<file path="config.mk">
export PLATFORM = sky130hd
export DESIGN_NAME = uart_tx
export DESIGN_NICKNAME = d
export VERILOG_FILES = /design/src/rtl/uart_tx.sv
export SDC_FILE = /design/constraint.sdc
export NUM_CORES = 1
export LEC_CHECK = 0
export ABC_AREA = 1
export CORE_MARGIN = 4
export CORE_UTILIZATION = 55
export CTS_BUF_LIST = sky130_fd_sc_hd__clkbuf_2 sky130_fd_sc_hd__clkbuf_4 sky130_fd_sc_hd__clkbuf_8
export DETAILED_ROUTE_END_ITERATION = 10
export PLACE_DENSITY_LB_ADDON = 0.1
export SLEW_MARGIN = 20
export SYNTH_ARGS = -nofsm -noshare
export SYNTH_HDL_FRONTEND = slang
export SYNTH_SLANG_ARGS = --single-unit
</file>
<file path="constraint.sdc">
create_clock -name CLK -period 5.2 [get_ports CLK]
set_input_delay 1.04 -clock CLK [delete_from_list [all_inputs] [get_ports CLK]]
set_output_delay 1.04 -clock CLK [all_outputs]
set_load 0.03 [all_outputs]
</file>
<file path="src/rtl/uart_tx.sv">
// rtl/uart_tx.sv - 8N1 UART transmitter with a one-byte holding register
//
// Serialises one byte per frame, LSB first, onto an idle-high line.
// A holding register lets the next byte queue while the current frame
// shifts, so back-to-back frames have no idle gap.
//
// Ports:
//   CLK          system clock, rising edge
//   RST_N        asynchronous active-low reset
//   i_TX_DV      byte-valid strobe; accepted when o_TX_Ready is high
//   i_TX_Byte    byte to send, sampled on the accept edge
//   o_TX_Ready   holding register empty
//   o_TX_Active  frame in progress (start, data or stop bit)
//   o_TX_Serial  registered serial line, idle high
//   o_TX_Done    one-cycle pulse in the last clock of each stop bit

module uart_tx #(
    parameter int CLKS_PER_BIT = 217
) (
    input  logic       CLK,
    input  logic       RST_N,
    input  logic       i_TX_DV,
    input  logic [7:0] i_TX_Byte,
    output logic       o_TX_Ready,
    output logic       o_TX_Active,
    output logic       o_TX_Serial,
    output logic       o_TX_Done
);

    localparam int CW = (CLKS_PER_BIT > 2) ? $clog2(CLKS_PER_BIT) : 1;
    localparam logic [CW-1:0] CNT_LAST = CW'(CLKS_PER_BIT - 1);

    typedef enum logic [1:0] {
        ST_IDLE,
        ST_START,
        ST_DATA,
        ST_STOP
    } state_t;

    state_t        state, state_d;
    logic [CW-1:0] cnt, cnt_d;
    logic [2:0]    idx, idx_d;
    logic [7:0]    shift, shift_d;
    logic [7:0]    hold, hold_d;
    logic          hold_valid, hold_valid_d;
    logic          serial_q, serial_d;
    logic          active_q, active_d;
    logic          done_q, done_d;
    logic          count_end;

    assign count_end = (cnt == CNT_LAST);

    always_ff @(posedge CLK or negedge RST_N) begin
        if (!RST_N) begin
            state      <= ST_IDLE;
            cnt        <= '0;
            idx        <= '0;
            shift      <= '0;
            hold       <= '0;
            hold_valid <= 1'b0;
            serial_q   <= 1'b1;
            active_q   <= 1'b0;
            done_q     <= 1'b0;
        end else begin
            state      <= state_d;
            cnt        <= cnt_d;
            idx        <= idx_d;
            shift      <= shift_d;
            hold       <= hold_d;
            hold_valid <= hold_valid_d;
            serial_q   <= serial_d;
            active_q   <= active_d;
            done_q     <= done_d;
        end
    end

    always_comb begin
        state_d      = state;
        cnt_d        = cnt;
        idx_d        = idx;
        shift_d      = shift;
        hold_d       = hold;
        hold_valid_d = hold_valid;
        serial_d     = 1'b1;

        case (state)
            ST_IDLE: begin
                cnt_d = '0;
                idx_d = '0;
                if (hold_valid) begin
                    shift_d      = hold;
                    hold_valid_d = 1'b0;
                    state_d      = ST_START;
                end
            end
            ST_START: begin
                if (count_end) begin
                    cnt_d   = '0;
                    idx_d   = '0;
                    state_d = ST_DATA;
                end else begin
                    cnt_d = cnt + CW'(1);
                end
            end
            ST_DATA: begin
                if (count_end) begin
                    cnt_d = '0;
                    if (idx == 3'd7) begin
                        state_d = ST_STOP;
                    end else begin
                        idx_d = idx + 3'd1;
                    end
                end else begin
                    cnt_d = cnt + CW'(1);
                end
            end
            ST_STOP: begin
                if (count_end) begin
                    cnt_d = '0;
                    // Chain straight into the next start bit when a byte is queued.
                    if (hold_valid) begin
                        shift_d      = hold;
                        hold_valid_d = 1'b0;
                        state_d      = ST_START;
                    end else begin
                        state_d = ST_IDLE;
                    end
                end else begin
                    cnt_d = cnt + CW'(1);
                end
            end
            default: state_d = ST_IDLE;
        endcase

        // Accept only into an empty hold; a transfer needs a full hold, so the
        // two never collide on the same edge.
        if (i_TX_DV && !hold_valid) begin
            hold_d       = i_TX_Byte;
            hold_valid_d = 1'b1;
        end

        // Outputs are registered from the next state so they line up with it.
        case (state_d)
            ST_START: serial_d = 1'b0;
            ST_DATA:  serial_d = shift_d[idx_d];
            default:  serial_d = 1'b1;
        endcase
    end

    assign active_d = (state_d != ST_IDLE);
    assign done_d   = (state_d == ST_STOP) && (cnt_d == CNT_LAST);

    assign o_TX_Ready  = !hold_valid;
    assign o_TX_Active = active_q;
    assign o_TX_Serial = serial_q;
    assign o_TX_Done   = done_q;

endmodule
</file>
==> Flow_metrics.wiki <==
{| class="wikitable"
! Metric !! Value
|-
| Distinct cell type count after synthesis || 30
|-
| Total nets after synthesis || 253
|-
| Final Critical Period || 2.64 ns
|-
| Sinks on the clock net || 33
|-
| Final HPWL from detailed placement || 2820 µm
|-
| Clock tree from TritonCTS || done
|-
| Worst ir drop on vdd || between 0.0002 and 0.00025 V
|-
| Number of nets with antenna violations after routing || 0
|-
| Crit path buf inv count || 2
|-
| Inserted Clock Buffers || 5
|-
| Design Power || 0.523 mW
|-
| Final worst setup slack || 2.56 ns
|-
| CP arrival || between 1.5 and 2 ns
|-
| Placed cell count || around 290
|-
| Normalized max-slew margin || 0.709
|-
| Number of hold buffers added after CTS || 0
|-
| Core Util, Final || 0.678
|-
| Iter 0 DRT Violations || 39
|-
| Antenna violations before repair || 0
|-
| First-pass detailed-route iteration total || 4
|-
| Number of register bits inferred by synthesis || 33
|-
| Largest clock skew in the final design || 0.0132 ns
|-
| Number of placed I/O pins || 15
|-
| Cts repair resizes || 0
|-
| Start of the worst register-to-register path || state[1]
|-
| Final count of pins violating max slew || 0
|-
| Hold path startpoint || shift[6]
|-
| Yosys warns || 0
|-
| Std-Cell Rows || 20
|-
| Cell Chain, Critical Path || inv_1 -> clkdlybuf4s50_1
|-
| Post-synth design cell area || 0.00186 mm²
|-
| Status || completed
|-
| Pwr Density || 245 mW/mm²
|-
| Area growth, synth to finish || 15.0%
|-
| Horizontal die dimension || 66.1 µm
|-
| H-Tree Depth || 2
|-
| Deepest clock path buffer count || 2
|-
| Antenna cell count || 0
|-
| Floorplan die area || roughly 0.0044 mm²
|-
| Most common library cell in the layout ignoring fill and taps || sky130_fd_sc_hd__nand2_1
|-
| CP required || roughly 4.2 ns
|-
| Synthesized area per cell || 7.95 µm²
|-
| Number of nets in the layout || 274
|-
| Worst hold path type || reg2reg
|-
| Minimum setup slack after placement || ~2.9 ns
|-
| Vias in the first global route || 1,476
|-
| Top achievable clock speed || 0.379 GHz
|-
| Crit path max fanout || 6
|-
| Final-layout setup total negative slack || 0 ns
|-
| Vias after detailed routing || 1,481
|-
| Number of failing hold endpoints at the final stage || 0
|-
| Element type at the critical path end || output port
|-
| Portion of the post-synthesis area used by sequential elements || 0.445
|-
| Starting density of the core || 0.590
|-
| Layout cells sized above 1 || 0.152
|-
| Placer's final routability congestion estimate || 0.852
|-
| Core box area || 0.00315 mm²
|-
| Root buffer cell || sky130_fd_sc_hd__clkbuf_4
|-
| Cell area after layout || 0.00214 mm²
|-
| Vertical die dimension || 66.1 µm
|-
| Slowest cell on the critical path || sky130_fd_sc_hd__clkdlybuf4s50_1
|-
| CTS clk-pin slew, worst paths || ~0.11 ns
|-
| Slowest cell delay on critical path || between 0.7 and 0.8 ns
|-
| Max-cap violations || 0
|-
| Postcts setup bufs || 0
|-
| Kind of start point of the critical path || flop
|-
| IO buf count || 14
|-
| Synth Instances || 234
|-
| Worst setup path startpoint || hold_valid
|-
| GR Overflow Total || 0
|-
| Critical path's top delay family || buffers and inverters
|-
| Unrepaired setup endpoints after global routing || no
|-
| Post-route fraction of the period consumed by the critical path || 0.507
|-
| Global-route wire length before repair || 6550 µm
|-
| Clock latency reported for the late side of the worst-skew pair || between 0.3 and 0.4 ns
|-
| Final setup viols || 0
|-
| Leakage power total || 1.13 nW
|-
| Post-Route WL || between 3000 and 4000 µm
|-
| Number of design rule violations left after detail routing || 0
|-
| GRT Overall Usage || 0.199
|-
| Slew @ Worst Pin || 0.436 ns
|-
| Filler cell count in the final layout || 294
|-
| Highest-count cells in the layout ignoring fill and taps || sky130_fd_sc_hd__nand2_1 (59), sky130_fd_sc_hd__inv_1 (39), sky130_fd_sc_hd__dfrtp_1 (32), sky130_fd_sc_hd__nand3_1 (23), sky130_fd_sc_hd__nor2_1 (21)
|-
| Count of placed standard cells in the final layout, fillers left out || 300
|-
| Post-Place Cell Area || 0.00206 mm²
|-
| Detailed-route vias per instance || about 4.9
|-
| Setup CP Type || reg2out
|-
| Post-detailed-route wirelength per cell || 12.3 µm
|-
| Hold WS || 0.483 ns
|-
| Largest net degree at the start of global routing || 34
|}
## final timing paths
kind	endpoint	slack, ns	cells after the start
worst max-delay path	o_TX_Ready	2.56	2
worst min-delay path	shift[6]	0.48	2
worst max register to register	o_TX_Serial	3.30	13
worst min register to register	shift[6]	0.48	2
max in group asynchronous	o_TX_Serial	3.78	2
min in group asynchronous	shift[6]	1.08	2
## cells by family (layout without fill, tap and decap cells)
kind of cell | Yosys count | after routing | synth area share
buffers and inverters | 44 | 66 | 0.0888
DFF | 33 | 33 | 0.445
and+or+nand+nor | 129 | 129 | 0.331
AOI/OAI and AO/OA | 16 | 16 | 0.0599
adders and majority gates | 8 | 8 | 0.0538
muxes | 2 | 2 | 0.0121
xor gates and xnor gates | 2 | 2 | 0.00942
## worst reg2reg max path, cell delays in order, from the launching register on
cell                      delay, ns
sky130_fd_sc_hd__dfrtp_1       0.45
sky130_fd_sc_hd__ha_1          0.30
sky130_fd_sc_hd__inv_2         0.16
sky130_fd_sc_hd__nand2_1       0.10
sky130_fd_sc_hd__a21oi_1       0.16
sky130_fd_sc_hd__nand2_2       0.14
sky130_fd_sc_hd__nand2_1       0.09
sky130_fd_sc_hd__nand2_1       0.06
sky130_fd_sc_hd__inv_1         0.06
sky130_fd_sc_hd__nand2_1       0.05
sky130_fd_sc_hd__nand3_1       0.08
sky130_fd_sc_hd__nand3_1       0.08
sky130_fd_sc_hd__nand3_1       0.07
sky130_fd_sc_hd__nand2_1       0.05
## state kept, by name (all words and copies together) (netlist names)
name / cells
cnt: 8
hold: 8
hold_valid: 1
idx: 3
o_TX_Active: 1
o_TX_Done: 1
o_TX_Serial: 1
shift: 8
state: 2
## power breakdown
part | total [mW] | switching (mW) | internal [mW]
combinational | 0.0445 | 0.0246 | 0.0199
sequential | 0.285 | 0.00686 | 0.278
clock | 0.194 | 0.0881 | 0.106
total | 0.523 | 0.120 | 0.404
## Yosys cell counts
library cell | count | area [µm²]
sky130_fd_sc_hd__a31o_2 | 1 | 8.76
sky130_fd_sc_hd__nor3_1 | 1 | 5.00
sky130_fd_sc_hd__nand2_2 | 8 | 50.1
sky130_fd_sc_hd__dfrtp_1 | 32 | 801
sky130_fd_sc_hd__nor2_4 | 3 | 33.8
sky130_fd_sc_hd__nor2_2 | 3 | 18.8
sky130_fd_sc_hd__nor3b_2 | 1 | 12.5
sky130_fd_sc_hd__dfstp_2 | 1 | 26.3
sky130_fd_sc_hd__nand3_1 | 23 | 115
sky130_fd_sc_hd__nor4_1 | 1 | 6.26
sky130_fd_sc_hd__o21ai_2 | 1 | 8.76
sky130_fd_sc_hd__ha_1 | 8 | 100
sky130_fd_sc_hd__a21oi_2 | 1 | 8.76
sky130_fd_sc_hd__xor2_1 | 1 | 8.76
sky130_fd_sc_hd__nand2_1 | 59 | 221
sky130_fd_sc_hd__nand4_1 | 4 | 25.0
sky130_fd_sc_hd__a21oi_1 | 8 | 40.0
sky130_fd_sc_hd__nand3_2 | 2 | 20.0
sky130_fd_sc_hd__a31oi_1 | 1 | 6.26
sky130_fd_sc_hd__and2_1 | 1 | 6.26
sky130_fd_sc_hd__o31ai_4 | 1 | 21.3
sky130_fd_sc_hd__xnor2_1 | 1 | 8.76
sky130_fd_sc_hd__nand2_4 | 2 | 22.5
sky130_fd_sc_hd__mux2_2 | 2 | 22.5
sky130_fd_sc_hd__inv_2 | 4 | 15.0
sky130_fd_sc_hd__inv_1 | 39 | 146
sky130_fd_sc_hd__clkbuf_1 | 1 | 3.75
sky130_fd_sc_hd__nor2_1 | 21 | 78.8
sky130_fd_sc_hd__o21ai_0 | 2 | 10.0
sky130_fd_sc_hd__o211ai_1 | 1 | 7.51
## cell type report
class                      instances  area, µm²  share of cell area
multi-input combinational        157        867               0.406
inverter                          43        161              0.0755
sequential                        33        827               0.387
tap                               44       55.1              0.0257
clock inverter                     2       35.0              0.0164
clock buffer                       6       45.0              0.0211
timing repair buffer              15        148              0.0690
## layer usage
metal  GRT usage  wire, µm
met5           0         0
met4      0.0609        46
met3      0.0527       135
met2       0.346      1840
met1       0.239      1670
Power figures use the tool's default switching activity.
